==> src/rtl/coax_tx_pkg.sv <==
// -----------------------------------------------------------------------------
// coax_tx_pkg
// Shared constants for the 3270 coax transmit path: word width, cells per
// framed word, code-violation length, frame state encodings and the helper
// that builds the 12-cell word pattern (sync, data MSB first, even parity).
// No ports (package).
// -----------------------------------------------------------------------------
package coax_tx_pkg;

    localparam int WORD_W         = 10;
    localparam int CELLS_PER_WORD = 12;
    // The violation is 3 half cells high followed by 3 half cells low.
    localparam int VIOL_HALVES    = 3;
    localparam int VIOL_CELLS     = VIOL_HALVES;
    // One '0' cell plus two cells of steady high.
    localparam int END_CELLS      = 3;

    localparam logic [2:0] ST_IDLE    = 3'd0;
    localparam logic [2:0] ST_QUIESCE = 3'd1;
    localparam logic [2:0] ST_VIOL    = 3'd2;
    localparam logic [2:0] ST_WORD    = 3'd3;
    localparam logic [2:0] ST_END     = 3'd4;

    // Sync '1', data bits MSB first, then a parity bit making the total
    // popcount of data+parity even. flip inverts the parity bit.
    function automatic logic [CELLS_PER_WORD-1:0] frame_word(
        input logic [WORD_W-1:0] w,
        input logic              flip
    );
        return {1'b1, w, (^w) ^ flip};
    endfunction

endpackage

==> src/rtl/coax_tx_bit_timer.sv <==
// -----------------------------------------------------------------------------
// coax_tx_bit_timer
// Bit-cell timer for the coax transmitter. Counts 0..CLOCKS_PER_BIT-1 and
// wraps at the end of every cell.
// Ports:
//   clk        in   system clock
//   reset      in   synchronous, active-low
//   restart    in   holds the counter at 0 (start of a cell) while high
//   first_half out  counter is in the first half of the cell
//   mid_cell   out  last clock of the first half
//   end_cell   out  last clock of the cell
// -----------------------------------------------------------------------------
module coax_tx_bit_timer #(
    parameter int CLOCKS_PER_BIT = 16
) (
    input  logic clk,
    input  logic reset,
    input  logic restart,
    output logic first_half,
    output logic mid_cell,
    output logic end_cell
);

    localparam int HALF  = CLOCKS_PER_BIT / 2;
    localparam int CNT_W = $clog2(CLOCKS_PER_BIT);

    logic [CNT_W-1:0] cnt_q;
    logic [CNT_W-1:0] cnt_d;

    assign first_half = (cnt_q < CNT_W'(HALF));
    assign mid_cell   = (cnt_q == CNT_W'(HALF - 1));
    assign end_cell   = (cnt_q == CNT_W'(CLOCKS_PER_BIT - 1));

    always_comb begin
        cnt_d = cnt_q + CNT_W'(1);
        if (restart || end_cell) begin
            cnt_d = '0;
        end
    end

    always_ff @(posedge clk) begin
        if (!reset) begin
            cnt_q <= '0;
        end else begin
            cnt_q <= cnt_d;
        end
    end

endmodule

==> src/rtl/coax_tx.sv <==
// -----------------------------------------------------------------------------
// coax_tx
// 3270 coax transmitter. Words enter through a one-word holding register and
// are sent as frames: quiesce cells of '1', a code violation, one or more
// 12-cell words (sync, data MSB first, even parity) and an end sequence.
// Each bit cell is bi-phase: ~b for the first half, b for the second half.
// Parameters:
//   CLOCKS_PER_BIT  clocks per bit cell (even, >= 4)
//   QUIESCE_BITS    '1' cells sent at frame start
// Ports:
//   clk               in   system clock
//   reset             in   synchronous, active-low
//   data[9:0]         in   word to send, bit 9 first
//   strobe            in   write data (taken when ready, or bypass at word end)
//   ready             out  holding register empty
//   tx                out  bi-phase line data (registered)
//   active            out  driver enable, high for the whole frame (registered)
//   force_bad_parity  in   only with COAX_TX_PARITY_INJECT_EN defined: inverts
//                          the parity of the word loading into the shifter
// Build option: COAX_TX_PARITY_INJECT_EN (undefined: parity always correct).
// -----------------------------------------------------------------------------
module coax_tx
    import coax_tx_pkg::*;
#(
    parameter int CLOCKS_PER_BIT = 16,
    parameter int QUIESCE_BITS   = 5
) (
    input  logic              clk,
    input  logic              reset,
    input  logic [WORD_W-1:0] data,
    input  logic              strobe,
    output logic              ready,
    output logic              tx,
    output logic              active
`ifdef COAX_TX_PARITY_INJECT_EN
    ,
    input  logic              force_bad_parity
`endif
);

    localparam int IDX_MAX = (QUIESCE_BITS > CELLS_PER_WORD) ? QUIESCE_BITS : CELLS_PER_WORD;
    localparam int IDX_W   = $clog2(IDX_MAX);

    logic inject;
`ifdef COAX_TX_PARITY_INJECT_EN
    assign inject = force_bad_parity;
`else
    assign inject = 1'b0;
`endif

    logic [2:0]                state_q, state_d;
    logic [IDX_W-1:0]          idx_q, idx_d;
    logic [CELLS_PER_WORD-1:0] shift_q, shift_d;
    logic [WORD_W-1:0]         hold_q, hold_d;
    logic                      hold_vld_q, hold_vld_d;
    logic                      tx_q, tx_d;
    logic                      active_q, active_d;
    logic                      fh_d;

    logic first_half;
    logic mid_cell;
    logic end_cell;

    // The timer sits at the start of a cell while idle so the first quiesce
    // cell begins exactly on the clock after the frame starts.
    coax_tx_bit_timer #(
        .CLOCKS_PER_BIT(CLOCKS_PER_BIT)
    ) u_timer (
        .clk       (clk),
        .reset     (reset),
        .restart   (state_q == ST_IDLE),
        .first_half(first_half),
        .mid_cell  (mid_cell),
        .end_cell  (end_cell)
    );

    // Line level for a given state, cell index, current data bit and half.
    function automatic logic line_level(
        input logic [2:0]       st,
        input logic [IDX_W-1:0] idx,
        input logic             bit_v,
        input logic             fh
    );
        logic lvl;
        case (st)
            ST_QUIESCE: lvl = ~fh;
            ST_VIOL:    lvl = ((int'(idx) * 2 + (fh ? 0 : 1)) < VIOL_HALVES);
            ST_WORD:    lvl = fh ? ~bit_v : bit_v;
            ST_END:     lvl = (idx == '0) ? fh : 1'b1;
            default:    lvl = 1'b0;
        endcase
        return lvl;
    endfunction

    always_comb begin
        state_d    = state_q;
        idx_d      = idx_q;
        shift_d    = shift_q;
        hold_d     = hold_q;
        hold_vld_d = hold_vld_q;

        // Writes only land in an empty holding register; others are dropped.
        if (strobe && !hold_vld_q) begin
            hold_d     = data;
            hold_vld_d = 1'b1;
        end

        case (state_q)
            ST_IDLE: begin
                // hold_vld_q covers a word that was written during END.
                if (hold_vld_q || strobe) begin
                    state_d = ST_QUIESCE;
                    idx_d   = '0;
                end
            end
            ST_QUIESCE: begin
                if (end_cell) begin
                    if (idx_q == IDX_W'(QUIESCE_BITS - 1)) begin
                        state_d = ST_VIOL;
                        idx_d   = '0;
                    end else begin
                        idx_d = idx_q + IDX_W'(1);
                    end
                end
            end
            ST_VIOL: begin
                if (end_cell) begin
                    if (idx_q == IDX_W'(VIOL_CELLS - 1)) begin
                        state_d    = ST_WORD;
                        idx_d      = '0;
                        shift_d    = frame_word(hold_q, inject);
                        hold_vld_d = 1'b0;
                    end else begin
                        idx_d = idx_q + IDX_W'(1);
                    end
                end
            end
            ST_WORD: begin
                if (end_cell) begin
                    if (idx_q == IDX_W'(CELLS_PER_WORD - 1)) begin
                        idx_d = '0;
                        if (hold_vld_q) begin
                            shift_d    = frame_word(hold_q, inject);
                            hold_vld_d = 1'b0;
                        end else if (strobe) begin
                            // Bypass: the word goes straight to the shifter and
                            // never occupies the holding register.
                            shift_d    = frame_word(data, inject);
                            hold_vld_d = 1'b0;
                        end else begin
                            state_d = ST_END;
                        end
                    end else begin
                        idx_d   = idx_q + IDX_W'(1);
                        shift_d = {shift_q[CELLS_PER_WORD-2:0], 1'b0};
                    end
                end
            end
            ST_END: begin
                if (end_cell) begin
                    if (idx_q == IDX_W'(END_CELLS - 1)) begin
                        state_d = ST_IDLE;
                        idx_d   = '0;
                    end else begin
                        idx_d = idx_q + IDX_W'(1);
                    end
                end
            end
            default: begin
                state_d = ST_IDLE;
                idx_d   = '0;
            end
        endcase

        // Half the timer will be in next clock, so tx/active can be registered
        // without adding latency.
        fh_d     = end_cell ? 1'b1 : (mid_cell ? 1'b0 : first_half);
        tx_d     = line_level(state_d, idx_d, shift_d[CELLS_PER_WORD-1], fh_d);
        active_d = (state_d != ST_IDLE);
    end

    always_ff @(posedge clk) begin
        if (!reset) begin
            state_q    <= ST_IDLE;
            idx_q      <= '0;
            hold_vld_q <= 1'b0;
            tx_q       <= 1'b0;
            active_q   <= 1'b0;
        end else begin
            state_q    <= state_d;
            idx_q      <= idx_d;
            hold_vld_q <= hold_vld_d;
            tx_q       <= tx_d;
            active_q   <= active_d;
        end
    end

    // Data-only registers; their contents are qualified by state/hold_vld.
    always_ff @(posedge clk) begin
        shift_q <= shift_d;
        hold_q  <= hold_d;
    end

    assign ready  = ~hold_vld_q;
    assign tx     = tx_q;
    assign active = active_q;

endmodule
==> config.mk <==
export PLATFORM = sky130hd
export DESIGN_NAME = coax_tx
export DESIGN_NICKNAME = d
export VERILOG_FILES = /design/src/rtl/coax_tx_pkg.sv /design/src/rtl/coax_tx_bit_timer.sv /design/src/rtl/coax_tx.sv
export SDC_FILE = /design/constraint.sdc
export NUM_CORES = 1
export LEC_CHECK = 0
export CELL_PAD_IN_SITES_DETAIL_PLACEMENT = 1
export CELL_PAD_IN_SITES_GLOBAL_PLACEMENT = 2
export CORE_MARGIN = 2
export CORE_UTILIZATION = 38
export DETAILED_ROUTE_END_ITERATION = 10
export PLACE_DENSITY = 0.81
export REMOVE_ABC_BUFFERS = 1
export SLEW_MARGIN = 20
export SYNTH_ARGS = -nofsm -noshare
export SYNTH_HDL_FRONTEND = slang
export SYNTH_SLANG_ARGS = --single-unit
==> constraint.sdc <==
create_clock -name clk -period 3.35 [get_ports clk]
set_input_delay 0.5025 -clock clk [delete_from_list [all_inputs] [get_ports clk]]
set_output_delay 0.5025 -clock clk [all_outputs]
set_load 0.005 [all_outputs]
=== Word-level counts from Yosys, hierarchy flattened ===
Cells that the tools add are included.
W data, S select, Z words.

* Add/subtract/negate cells: 3
* Order comparisons: 2
* Eq/ne operators: 17
* Muxes and demuxes: 41
* Bitwise gates (word level): 4
* Reductions and logical operators: 13

{| class="wikitable"
|+ Operators with widths
! kind !! number
|-
| $mux W12 || 6
|-
| $mux W3 || 11
|-
| $mux W4 || 7
|-
| $pmux W12 S2 || 1
|-
| $reduce_xor A10 Y1 || 2
|-
| $pmux W4 S4 || 1
|-
| $pmux W3 S5 || 1
|-
| $eq A3 B2 Y1 const B || 4
|-
| $mux W1 || 12
|-
| $add A4 B1 Y4 const B || 2
|-
| $eq A4 B3 Y1 const B || 2
|-
| $eq A4 B4 Y1 const B || 2
|-
| $add A5 B1 Y6 || 1
|-
| $eq A3 B1 Y1 const B || 2
|-
| $eq A3 B3 Y1 const B || 2
|-
| $lt A6 B2 Y1 const B || 1
|-
| $ne A2 B2 Y1 const B || 3
|-
| $reduce_and A5 Y1 || 1
|-
| $eq A4 B2 Y1 const B || 1
|-
| $logic_not A4 Y1 || 1
|-
| $lt A4 B4 Y1 const B || 1
|-
| $ne A4 B4 Y1 const B || 1
|-
| $not A1 Y1 || 4
|-
| $pmux W1 S4 || 1
|-
| other kinds (8) || 10
|}

* Register bits: 36
* Word-level logic and storage cells: 89

=== Logic depth before layout (Yosys ltp) ===
Gate-level depths: netlist of the first run.

* Word-level depth: 9
* Gate-level depth with buffers: 9
* Gate-level depth less buffers: 9

=== Cells and area by module ===
Synthesis of the first run repeated with hierarchy kept, for this count alone.

* Cell total of the unflattened synthesis: 217
* Area total of the unflattened synthesis: 2113.3 um^2

{| class="wikitable"
|+ Modules (own cells, without submodules)
! module !! times used !! cells each !! area each (um^2) !! sequential area each (um^2)
|-
| coax_tx || 1 || 201 || 1940.6 || 850.8
|-
| coax_tx_bit_timer || 1 || 16 || 172.7 || 80.1
|}

=== Worst setup path after synthesis of the first run ===
OpenSTA, ideal clock, no wires.

* Path type: register to register
* Start point: reg idx_q[0]
* End point: reg shift_q[0] (enable)
* Setup time: 0.396 ns
* Data arrival time: 2.265 ns
* Required time: 2.954 ns
* Path slack: 0.689 ns
* Stages on the path, launching flop included: 6
* Path through: dfxtp_1 inv_1 ha_1 or3b_2 a211oi_1 a21boi_0

* Cells in the longest elaborated chain, start to end: 3
* Elaborated cells on any way between the ends: 5

{| class="wikitable"
|+ RTL lines
! item !! line !! RTL
|-
| start, declared || coax_tx.sv:52 || <nowiki>logic [IDX_W-1:0] idx_q, idx_d;</nowiki>
|-
| start signal, assigned || coax_tx.sv:191 || <nowiki>idx_q <= idx_d;</nowiki>
|-
| $eq A4 B4 Y1 or $eq A4 B2 Y1 (tied branches) || coax_tx.sv:140, coax_tx.sv:128 ||
|-
| $ne A4 B4 Y1 (no source line) or $ne A2 B2 Y1 (tied branches) || n/a ||
|-
| $reduce_and A5 Y1 (no source line) (*) || n/a ||
|-
| end signal, assigned || coax_tx.sv:200 || <nowiki>shift_q <= shift_d;</nowiki>
|-
| end, declared || coax_tx.sv:53 || <nowiki>logic [CELLS_PER_WORD-1:0] shift_q, shift_d;</nowiki>
|}

Mark *: on every way between the ends. The rest lies on a longest branch, timed or not.
A chain may end at the register's enable or synchronous reset.

=== Final worst setup path of the first run ===
* Start point: reg idx_q[0]
* End point: reg shift_q[3] (data pin)

* Cells in the longest elaborated chain, start to end: 4

{| class="wikitable"
|+ RTL lines
! item !! line !! RTL
|-
| $eq A4 B4 Y1 || coax_tx.sv:140 || <nowiki>if (idx_q == IDX_W'(CELLS_PER_WORD - 1)) begin</nowiki>
|-
| $mux W12 || coax_tx.sv:140 ||
|-
| $mux W12 || coax_tx.sv:139 || <nowiki>if (end_cell) begin</nowiki>
|-
| $pmux W12 S2 || coax_tx.sv:108 || <nowiki>case (state_q)</nowiki>
|-
| via shift_d[3] || coax_tx.sv:53 ||
|}

The timed path passes the listed nets, and every way through them passes these cells. The select of a mux whose other input is x is not followed.

==> results.cfg, run 1 <==
[global_routing]
grt_pass1_vias = 1770
grt_pass1_wl_um = 9149
grtUsageTotal_pct = 19.39
met3_usage_pct = 4.253
met2_usage_pct = 30.34
antenna_found_initial = 0
grt_max_degree = 19
grt_busiest_layer = met2
met1_usage_pct = 26.01
grt_overflow = 0

[worst_setup_path]
r2r-start = idx_q[0]
end_kind = flip-flop
critPathTopFamily = simple AND/OR/NAND/NOR gates
crit_fanout = 8
timing.critical_path.mode_cell = nor2_1
crit_type = flip-flop to flip-flop
worstPathBufferInverterCount = 1
r2r-end = shift_q[3]
cp-start-kind = flip-flop
arrival_ps = 2720
crit_slowest_cell = or3b_2
cp.required_ps = 3490
rrSetupSlack_ps = 770
cp_slowest_stage_delay_ps = 500
crit_cells = 8
worst_r2r_path_depth = 8
path_cells = inv_1 > ha_1 > or3b_2 > nor2_1 > a31oi_1 > nor2_1 > a222oi_1 > nor2_1

[final_layout]
diodes = 0
layout-drive-gt1-share_pct = 8.295
ff_latch_area_sq_um = 930.9
area_growth_pct = 13.93
fill_cells = 585
fin_area_sq_mm = 0.002374
nNetsFinal = 233
multi_input_area_sq_mm = 0.001056

[timing]
tns_ps = 0
finalMaxSlewViolations = 0
hold_violations = 0
finalSetupViolations = 0
setup_slack_ps = 769.2
fin_skew_ps = 10.14
rsz0062_at_grt = no
fin_crit_sh_pct = 77.04
relSlewSlack_pct = 33.12
fmax_ghz = 0.3875
tightestPinTransition_ps = 1001
fin_crit_ps = 2581

[cts]
clk_latency_ps = 290
cts-root-buf = clkbuf_8
cts_hold_buffers = 0
clock_sinks = 36
cts_buffers = 5
postCtsSetupBuffers = 0
htreeDepth = 2
cts_tree = done
clk_pin_slew_ps = 80
clk_path_buf_depth = 2
ctsResizeCount = 0

[run]
drv_cap = 0

[yosys]
syn_area_sq_mm = 0.002083
synth_ff_type = edfxtp_1
synth_cells = 205
synthSimpleGateAreaFrac_pct = 19.64
synth.most_common_cell = nor2_1
yosysTopAreaCellShare_pct = 30.27
synthArstFlopShare_pct = 0
ys_seq_area_share_pct = 44.68
synth-xor-area-share_pct = 9.670
avgSynthCellArea_sq_um = 10.16
synth.area.mux_share_pct = 0
ys_warn_count = 0
synth_top_family_by_area = simple AND/OR/NAND/NOR gates
synth_edf_count = 21
synth-seq-cells = 36
synth.area.top_cells = edfxtp_1 (30%), dfxtp_1 (14%), xnor2_1 (8.4%)
synth_common_cells = nor2_1 (24), edfxtp_1 (21), xnor2_1 (20)
synth_compound_area_share_pct = 18.98
synth.distinct_cells = 48
synth_top_area_cell = edfxtp_1
synthAdderAreaFrac_pct = 2.402

[drt]
routedWlPerCell_um = 18.54
first_iter_violations = 178
routed_via_density = 5.753
final_antenna_net_count = 0
dr.pass1.iters = 6
wl_um = 5320
num_vias = 1651
drc_errors = 0

[outcome]
outcome = complete, no violations

[hold_path]
hp-class = flip-flop to flip-flop
whs_path_depth = 1
hp-start = u_timer.cnt_q[0]
min_to = u_timer.cnt_q[0]

[placement]
hpwl_um = 4009
port_buffers = 15
post-place-ws_ps = 777.5
routabilityCongestion = 0.8640
dpl_cell_area_sq_mm = 0.002266

[floorplanning]
dieHeight_um = 78.04
coreArea_sq_mm = 0.005205
ios = 16
fp-row-count = 26
dieArea_sq_mm = 0.006090
die_w_um = 78.04
start_util_pct = 40.02

[pwr]
power.total_mw = 0.9832
power_density_mw_per_mm2 = 414.3
p_leak_nw = 0.7569
peakVddDrop_v = 0.0002050
## routing by layer
metal,wire length (um),vias to the layer above,part of all wire [%]
met5,0,-,0
met4,77,0,1.4
met3,241,9,4.5
met2,2483,47,47
met1,2517,813,47
li1,-,782,-
## through the flow
stage	instances	hold WS (ps)	util (%)
floorplan	192	417.9	-
global placement	279	430.5	43.53
detailed placement	279	465.1	43.53
CTS	287	475.0	45.60
global route	287	502.1	45.60
finish	287	461.0	45.60
## worst max path at each step
stage / start / end
after detailed placement: strobe / tx
after CTS: idx_q[0] / shift_q[3]
final: idx_q[0] / shift_q[3]
after global placement: strobe / tx
after floorplan: idx_q[0] / shift_q[0]
after global routing: idx_q[0] / shift_q[3]
## where the power goes
part	switching, mW	internal (mW)	total [mW]
Sequential	0.0143	0.478	0.492
Clock	0.157	0.221	0.378
Combinational	0.0551	0.0582	0.113
Total	0.226	0.757	0.983
## layout make-up
cell class                 count  area share [%]
tap                           70           3.690
timing repair buffer          17           6.958
clock inverter                 2           1.476
clock buffer                   6           3.057
sequential                    36           39.22
inverter                       7           1.107
multi-input combinational    149           44.49
## placed cells by master, fill, tap and decap left out, types with 2 or more instances in the layout
| master | n |
|---|---|
| o21ai_0 | 8 |
| ha_1 | 4 |
| or2_2 | 2 |
| o211ai_1 | 5 |
| or4_1 | 2 |
| xnor2_1 | 20 |
| nand3_1 | 6 |
| nand3b_1 | 3 |
| edfxtp_1 | 21 |
| clkbuf_8 | 5 |
| nor3_1 | 2 |
| nand2_1 | 8 |
| a221o_1 | 2 |
| nor3b_1 | 2 |
| o31ai_1 | 2 |
| a21oi_1 | 9 |
| a32o_1 | 2 |
| a22o_1 | 2 |
| clkdlybuf4s50_1 | 15 |
| buf_4 | 2 |
| or3b_2 | 2 |
| a31oi_1 | 2 |
| nor2b_1 | 3 |
| a222oi_1 | 8 |
| o21bai_1 | 2 |
| and3_1 | 2 |
| xor2_1 | 3 |
| dfxtp_1 | 15 |
| nor2_1 | 24 |
| nand2b_1 | 3 |
| inv_1 | 7 |
| or2_1 | 2 |
| and2_1 | 4 |
## state kept, by name, summed over array words and instances, names as in the netlist
register	cells
idx_q	4
state_q	3
hold_q	10
tx	1
active	1
u_timer.cnt_q	4
hold_vld_q	1
shift_q	12
## cell families after synthesis
group	after synthesis
xor gates and xnor gates	23
buffers and inverters	20
DFF	36
AOI/OAI and AO/OA	50
adders and majority gates	4
and+or+nand+nor	72
## worst register-to-register path, stage by stage (launching register included)
cell	delay [ps]
dfxtp_1	370
inv_1	100
ha_1	150
or3b_2	500
nor2_1	330
a31oi_1	90
nor2_1	490
a222oi_1	210
nor2_1	190
Note: power is estimated with default switching activity, not from simulation.
==> inputs of run 2 (changes only) <==
--- a/config.mk
+++ b/config.mk
@@ -8,9 +8,9 @@
 export CELL_PAD_IN_SITES_DETAIL_PLACEMENT = 1
 export CELL_PAD_IN_SITES_GLOBAL_PLACEMENT = 2
 export CORE_MARGIN = 2
-export CORE_UTILIZATION = 38
+export CORE_UTILIZATION = 34
 export DETAILED_ROUTE_END_ITERATION = 10
-export PLACE_DENSITY = 0.81
+export PLACE_DENSITY = 0.77
 export REMOVE_ABC_BUFFERS = 1
 export SLEW_MARGIN = 20
 export SYNTH_ARGS = -nofsm -noshare
==> constraint.sdc (replaced) <==
create_clock -name clk -period 2.15 [get_ports clk]
set_input_delay 0.3225 -clock clk [delete_from_list [all_inputs] [get_ports clk]]
set_output_delay 0.3225 -clock clk [all_outputs]
set_load 0.005 [all_outputs]
==> run 2 against run 1 <==
Net effect:
- wire length increased by 3.6%
- power rose by 49%
- critical path depth increased by 1
- hold slack better by 20 ps
- die area rose by 11%
- cell count increased by 12%
- setup slack got worse by 730 ps
- clock power increased by 30%
- first-iteration DRC count is 30% lower
- non-clock buffer count up 30
- clock-buffer cell count shrank 1
- largest cell class unchanged
==> results.cfg, run 2 (synthesis results as in run 1) <==
[outcome]
outcome = complete, no violations

[floorplanning]
start_util_pct = 35.19
fp-row-count = 28
ios = 16
dieArea_sq_mm = 0.006769
die_w_um = 82.28
dieHeight_um = 82.28
coreArea_sq_mm = 0.005921

[drt]
routedWlPerCell_um = 17.11
final_antenna_net_count = 0
num_vias = 1731
routed_via_density = 5.376
dr.pass1.iters = 4
drc_errors = 0
top_layer = met4
wl_um = 5511
first_iter_violations = 124
wl_met3_um = 130
wl_met1_um = 2516
wl_met2_um = 2811

[run]
drv_cap = 0

[final_layout]
largest_register = shift_q
diodes = 0
final_cell_mix = buf_4 (32), nor2_1 (23), edfxtp_1 (21)
nNetsFinal = 263
area_growth_pct = 27.45
fin_area_sq_mm = 0.002655
largest_reg_flops = 12
stdcell_count = 322
final_core_util_pct = 44.84
largestRegisters = shift_q (12), hold_q (10)
layout-drive-gt1-share_pct = 25.10
final_common_cell = buf_4

[timing]
fin_crit_ps = 2114
relSlewSlack_pct = 63.94
finalSetupViolations = 0
tightestPinTransition_ps = 538.9
fin_crit_sh_pct = 98.34
hold_violations = 0
rsz0062_at_grt = yes
finalMaxSlewViolations = 0
fin_skew_ps = 2.992
tns_ps = 0
fmax_ghz = 0.4730
whs_ps = 481.1

[worst_setup_path]
crit_fanout = 3
r2r-end = tx
path_cells = inv_1 > ha_1 > and4bb_2 > a2111oi_4 > nor2_2 > nor4b_4 > nor4_4 > a31o_1 > a31oi_1
worst_r2r_path_depth = 9
r2r-start = idx_q[0]
arrival_ps = 2330
cp.required_ps = 2370
rrSetupSlack_ps = 40
critPathTopFamily = simple AND/OR/NAND/NOR gates
crit_type = flip-flop to flip-flop
cp-start-kind = flip-flop
crit_slowest_cell = nor4b_4
cp_slowest_stage_delay_ps = 390
worstPathBufferInverterCount = 1
end_kind = flip-flop

[pwr]
switching_share_pct = 26.18
p_leak_nw = 0.9132
power_switching_mw = 0.3823
p_seq_share_pct = 52.2
power_density_mw_per_mm2 = 550.0
peakVddDrop_v = 0.0002423
p_int_mw = 1.078
p_clk_share_pct = 33.5
power_frac_comb_pct = 14.3

[cts]
cts_buffers = 5
cts_tree = done
clk_latency_ps = 280
htreeDepth = 2
clock_sinks = 36
clk_path_buf_depth = 2
clk_pin_slew_ps = 80
cts-root-buf = clkbuf_8

[global_routing]
grtUsageTotal_pct = 17.21
grt_pass1_wl_um = 8818
antenna_found_initial = 0
grt_pass1_vias = 1775
grt_overflow = 0
grt_max_degree = 14

[hold_path]
hp-class = flip-flop to flip-flop
min_to = u_timer.cnt_q[0]
whs_path_depth = 1
hp-start = u_timer.cnt_q[0]

[placement]
dp.cells = 310
dpl_cell_area_sq_mm = 0.002467
port_buffers = 15
hpwl_um = 4144
routabilityCongestion = 0.8350
[run 2: changes by cell type in the layout (fill, tap and decap cells not counted), sizes merged]
cell / delta
clkbuf: -1
buf: +30
clkinv: +2
bufinv: -1
[run 2: worst max path at each step]
stage | startpoint | endpoint | slack [ps] | cells after the start
after floorplan | idx_q[0] | shift_q[0] | -510 | 5
after global placement | strobe | tx | -210 | 8
after detailed placement | strobe | tx | -210 | 8
after CTS | idx_q[1] | tx | -20 | 8
after global routing | strobe | tx | -80 | 8
final | idx_q[0] | tx | 40 | 9
[run 2: stage by stage]
stage	setup WS [ps]	total power [mW]
6_report	35.70	1.460
5_1_grt	-79.60	1.525
4_1_cts	-18.31	1.471
3_5_place_dp	-205.2	0.9788
3_3_place_gp	-211.7	0.9764
2_1_floorplan	-510.8	0.8864
[run 2: area by class of cell]
cell class / instances / area (sq um)
repair buffers: 47 / 390.4
multi-input cells: 149 / 1122
fillers: 665 / 3266
clock inverters: 3 / 18.77
inverters: 7 / 26.28
well taps: 75 / 93.84
flip-flops and latches: 36 / 934.6
clock buffers: 5 / 68.82
[run 2: what timing repair did]
| action | CTS | global route |
|---|---|---|
| gates resized for setup | 5 | 18 |
| buffers inserted | 0 | 3 |
| setup endpoints to repair | 20 | 20 |
| cloned | 0 | 1 |
| hold buffers | 0 | 0 |
| pin swaps | 3 | 4 |
[run 2: power by group through the flow]
stage	registers [mW]	logic, mW	clock network (mW)
after global placement	0.776	0.200	0
after global routing	0.764	0.231	0.530
final	0.762	0.208	0.490
after CTS	0.761	0.205	0.505
after floorplan	0.775	0.111	0
after detailed placement	0.777	0.202	0
[run 2: metal layers]
metal	up-vias	GRT usage [%]
met4	0	3.667
met5	-	0
li1	841	-
met1	855	21.54
met3	6	3.043
met2	29	30.81
==> inputs of run 3 (changes only) <==
--- a/config.mk
+++ b/config.mk
@@ -5,6 +5,7 @@
 export SDC_FILE = /design/constraint.sdc
 export NUM_CORES = 1
 export LEC_CHECK = 0
+export CAP_MARGIN = 10
 export CELL_PAD_IN_SITES_DETAIL_PLACEMENT = 1
 export CELL_PAD_IN_SITES_GLOBAL_PLACEMENT = 2
 export CORE_MARGIN = 2
==> results of run 3 <==
No change in the layout: final DEF, timing and power equal those of run 2.
